[src/rtl/seq_mux_nx1.sv]
// N:1 registered selector with a manual-select mode and a scan mode that
// streams every input, one word per cycle, into a shared downstream MAC.
module seq_mux_nx1 #(
  parameter  int DATA_WIDTH = 12,
  parameter  int NUM_IN     = 8,
  localparam int SEL_W      = $clog2(NUM_IN)
) (
  input  logic                         CLK,
  input  logic                         RST,
  input  logic [NUM_IN*DATA_WIDTH-1:0] in_bus,
  input  logic                         mode,
  input  logic [SEL_W-1:0]             sel,
  input  logic                         start,
  input  logic                         hold,
  output logic [DATA_WIDTH-1:0]        out,
  output logic                         out_valid,
  output logic                         out_last,
  output logic                         busy,
  output logic                         sel_err
);

  localparam int             NWORDS   = 1 << SEL_W;
  localparam logic [SEL_W-1:0] LAST_IDX = SEL_W'(NUM_IN - 1);

  typedef enum logic {IDLE, SCAN} state_t;

  state_t                  state_q, state_d;
  logic [SEL_W-1:0]        idx_q, idx_d;
  logic [DATA_WIDTH-1:0]   out_q, out_d;
  logic                    vld_q, vld_d;
  logic                    last_q, last_d;
  logic                    err_q, err_d;
  logic [NWORDS-1:0][DATA_WIDTH-1:0] words;
  logic                    sel_oor;
  logic                    start_ok;

  // Pad the word table to a power of two; unused slots alias input 0 so an
  // out-of-range manual select lands on in[0] without extra muxing.
  for (genvar k = 0; k < NWORDS; k++) begin : g_word
    if (k < NUM_IN) begin : g_real
      assign words[k] = in_bus[k*DATA_WIDTH +: DATA_WIDTH];
    end else begin : g_pad
      assign words[k] = in_bus[DATA_WIDTH-1:0];
    end
  end

  assign sel_oor  = ({1'b0, sel} >= (SEL_W+1)'(NUM_IN));
  // last_q marks the IDLE cycle right after a scan: start is refused there,
  // which guarantees a one-cycle out_valid gap between back-to-back scans.
  assign start_ok = mode && start && !last_q;

  always_ff @(posedge CLK or negedge RST) begin
    if (!RST) begin
      state_q <= IDLE;
      idx_q   <= '0;
      out_q   <= '0;
      vld_q   <= 1'b0;
      last_q  <= 1'b0;
      err_q   <= 1'b0;
    end else begin
      state_q <= state_d;
      idx_q   <= idx_d;
      out_q   <= out_d;
      vld_q   <= vld_d;
      last_q  <= last_d;
      err_q   <= err_d;
    end
  end

  always_comb begin
    state_d = state_q;
    unique case (state_q)
      IDLE:    if (start_ok) state_d = SCAN;
      SCAN:    if (!hold && idx_q == LAST_IDX) state_d = IDLE;
      default: state_d = IDLE;
    endcase
  end

  always_comb begin
    idx_d  = idx_q;
    out_d  = out_q;
    vld_d  = 1'b0;
    last_d = 1'b0;
    err_d  = 1'b0;
    unique case (state_q)
      IDLE: begin
        if (!mode) begin
          out_d = words[sel];
          vld_d = 1'b1;
          err_d = sel_oor;
        end else if (start_ok) begin
          out_d = words[0];
          vld_d = 1'b1;
          idx_d = SEL_W'(1);
        end
      end
      SCAN: begin
        if (!hold) begin
          out_d = words[idx_q];
          vld_d = 1'b1;
          if (idx_q == LAST_IDX) begin
            last_d = 1'b1;
            idx_d  = '0;
          end else begin
            idx_d  = idx_q + 1'b1;
          end
        end
      end
      default: ;
    endcase
  end

  assign out       = out_q;
  assign out_valid = vld_q;
  assign out_last  = last_q;
  assign busy      = (state_q == SCAN);
  assign sel_err   = err_q;

endmodule

[config.mk]
export PLATFORM = sky130hd
export DESIGN_NAME = seq_mux_nx1
export DESIGN_NICKNAME = d
export VERILOG_FILES = /design/src/rtl/seq_mux_nx1.sv
export SDC_FILE = /design/constraint.sdc
export NUM_CORES = 1
export LEC_CHECK = 0
export ABC_AREA = 1
export ABC_CLOCK_PERIOD_IN_PS = 2400
export BUFFER_PORTS_ARGS = -buffer_cell sky130_fd_sc_hd__buf_2
export CAP_MARGIN = 20
export CORE_MARGIN = 2
export CORE_UTILIZATION = 45
export CTS_CLUSTER_DIAMETER = 30
export DETAILED_ROUTE_END_ITERATION = 12
export MAX_ROUTING_LAYER = met4
export PLACE_DENSITY_LB_ADDON = 0.25
export SYNTH_ARGS = -nofsm -noshare
export SYNTH_HDL_FRONTEND = slang
export SYNTH_SLANG_ARGS = --single-unit
[constraint.sdc]
create_clock -name CLK -period 2.4 [get_ports CLK]
set_input_delay 0.48 -clock CLK [delete_from_list [all_inputs] [get_ports CLK]]
set_output_delay 0.48 -clock CLK [all_outputs]
set_load 0.01 [all_outputs]
==> summary.txt <==
Status = completed
Seq/Total Area, Yosys = 14.8%
Post-Route Setup TNS = 0 ns
Area delta synth->final = 21.3%
IO Pins = 120
Hold Path Class = in2async
Finished Layout Cells = 786
Worst setup SP type = register
Clock sink count = 18
TritonCTS clock tree = built
Yosys warning count = 0
CTS Buffer Depth = 2
CP delay by family, top = buffers and inverters
Root buffer cell = clkbuf_8
Yosys cell types = 22
Cell mode on critical path = nand3_1
Flops & latches, synth = 18
Die area = 7420 µm²
Critical Path Max Stage Delay = 0.39 ns
Leak = 2.32 nW
H-Tree Depth = 1
# Post-CTS Setup Buffers = 0
Slew Viols, Final = 0
Post-route DRC = 0
GRT Total Usage = 30.3%
Worst vdd ir = 589 µV
Total CTS buffers = 3
Starting Density = 47.3%
Hold Buf Count CTS = 0
Die Wd = 86.2 µm
Synthesized Nets = 722
Hpwl dp = 7720 µm
GPL Wtd Cong = 0.944
Minimum clock period after layout = 1.75 ns
Setup Viol. Count Final = 0
CP bufs+invs = 3
First-pass GRT wire length = 17900 µm
Die Span Y = 86.2 µm
Row cnt = 29
Pwr/cell area = 836 nW/µm²
Port Buf Inserts = 118
Synth Instances = 616
Critical path fanouts, max = 26
Worst skew pair latency = 0.26 ns
WP data required = 2.56 ns
Cell area after synthesis = 3040 µm²
Util after Layout = 57.4%
Worst EP arrival = 1.90 ns
Max transition margin = 61.3%
Most frequent cells in the layout = nand2_1, nand3_1, buf_2, inv_1, nor2_1
Max cap viols = 0
Share of cells above drive strength 1 = 20.0%
ANT cells = 0
Peak Freq = 0.573 GHz
Tcrit/Tclk final = 72.8%
Initial DRT Pass Iterations = 5
RSZ-0062 raised after global routing = no
Clock-pin slew on the worst setup and hold paths = 0.08 ns
Vias in the first global route = 4017
Post-CTS Resized = 0
Routed vias/inst = 5.33
Slowest stage cell on the critical path = dfrtp_1
Largest net degree at the start of global routing = 50
Initial antenna violation count = 0
Fin. Hold Viols = 0
Avg Cell Area, Syn = 4.93 µm²
Filler Cell Count = 685
Worst Setup Path Type = reg2reg
Register Area = 450 µm²
Drt initial violations = 497
Crit. Startpoint = idx_q[0]
Commonest non-fill, non-tap cell in the layout = nand2_1
NumNets Final = 817
Worst-path cell chain = inv_2 -> buf_4 -> nand2_1 -> nand3_1 -> nand3_1 -> nand3_1 -> nand3_1 -> nand2_1 -> inv_1
Drt wl/cell = 13.9 µm
Multi-input gate area = 1960 µm²
Grt total ovfl = 0
Antenna-violating nets left = 0
Core ar. = 6420 µm²
Placed Cells incl. Taps = 783
Vias = 4192
Clock skew = 0.00656 ns
R2r startpoint = idx_q[0]
Worst-Margin Slew = 0.581 ns
DRT Wirelength = 10900 µm
Worst setup EP type = register
==> metrics by stage <==
| step | power [mW] | worst slack, ns | hold slack, ns | cell area (µm²) |
|---|---|---|---|---|
| after floorplan | 2.16 | 0.988 | 0.184 | 3040 |
| after global placement | 2.76 | 0.681 | 0.432 | 3640 |
| after detailed placement | 2.81 | 0.647 | 0.449 | 3640 |
| after CTS | 3.04 | 0.675 | 0.169 | 3690 |
| after global routing | 3.38 | 0.535 | 0.185 | 3690 |
| final | 3.08 | 0.653 | 0.148 | 3690 |
==> worst register-to-register path, cell delays in order, from the launching register on <==
cell	delay [ns]
dfrtp_1	0.39
inv_2	0.38
buf_4	0.29
nand2_1	0.07
nand3_1	0.07
nand3_1	0.12
nand3_1	0.12
nand3_1	0.10
nand2_1	0.08
inv_1	0.04
==> final cells by class <==
cell class                      count  area share (%)
Clock buffer                        3            1.12
Timing Repair Buffer              130            18.8
Tap cell                           77            2.61
Multi-Input combinational cell    439            53.1
Sequential cell                    18            12.2
Inverter                          119            12.1
==> where the power goes <==
group	internal (mW)	leakage [nW]	total (mW)	switching, mW
Combinational	0.811	2.09	2.28	1.47
Clock	0.112	0.0216	0.220	0.108
Sequential	0.452	0.204	0.583	0.131
==> registers in the layout, summed over array words and instances, names as in the netlist <==
register	cells
busy	1
idx_q	3
out_valid	1
out	12
out_last	1
==> logic make-up after synthesis <==
group | after synthesis | share of synthesized area [%]
other | 1 | 0.123
adder cells (fa/ha/maj) | 2 | 0.824
buffers and inverters | 159 | 20.7
AND/OR/NAND/NOR | 431 | 62.6
flip-flops | 18 | 14.8
AO/OA/AOI/OAI | 5 | 0.906
==> synth_stat cells <==
cell type / number / area, µm²
nor2_4: 1 / 11.3
conb_1: 1 / 3.75
buf_2: 17 / 85.1
buf_6: 1 / 11.3
o21a_1: 1 / 7.51
nor2_1: 27 / 101
buf_1: 1 / 3.75
nor2_2: 1 / 6.26
ha_1: 2 / 25.0
dfrtp_1: 18 / 450
nand2_1: 208 / 781
buf_4: 1 / 7.51
a21oi_1: 2 / 10.0
nor3_2: 1 / 10.0
clkbuf_1: 20 / 75.1
or2_0: 11 / 68.8
inv_2: 5 / 18.8
o21ai_1: 2 / 10.0
inv_1: 114 / 428
nor3_4: 1 / 16.3
nand3_1: 180 / 901
or2_1: 1 / 6.26
==> path summary, 6_finish.rpt <==
check | end | slack, ns | cells past startpoint
max | out[10] | 0.65 | 9
min | out[2] | 0.15 | 1
max reg2reg | out[10] | 0.65 | 9
min reg2reg | out[2] | 0.56 | 3
max in group asynchronous | out[8] | 1.95 | 1
min in group CLK | idx_q[1] | 0.53 | 4
==> routing by layer <==
metal / vias to the layer above / part of all wire (%) / GRT usage, %
met1: 1787 / 39 / 36.2
li1: 2066 / - / -
met4: 0 / 4.8 / 13.4
met3: 54 / 9.4 / 2.79
met5: - / 0 / -
met2: 285 / 47 / 51.7
Power figures use the tool's default switching activity.
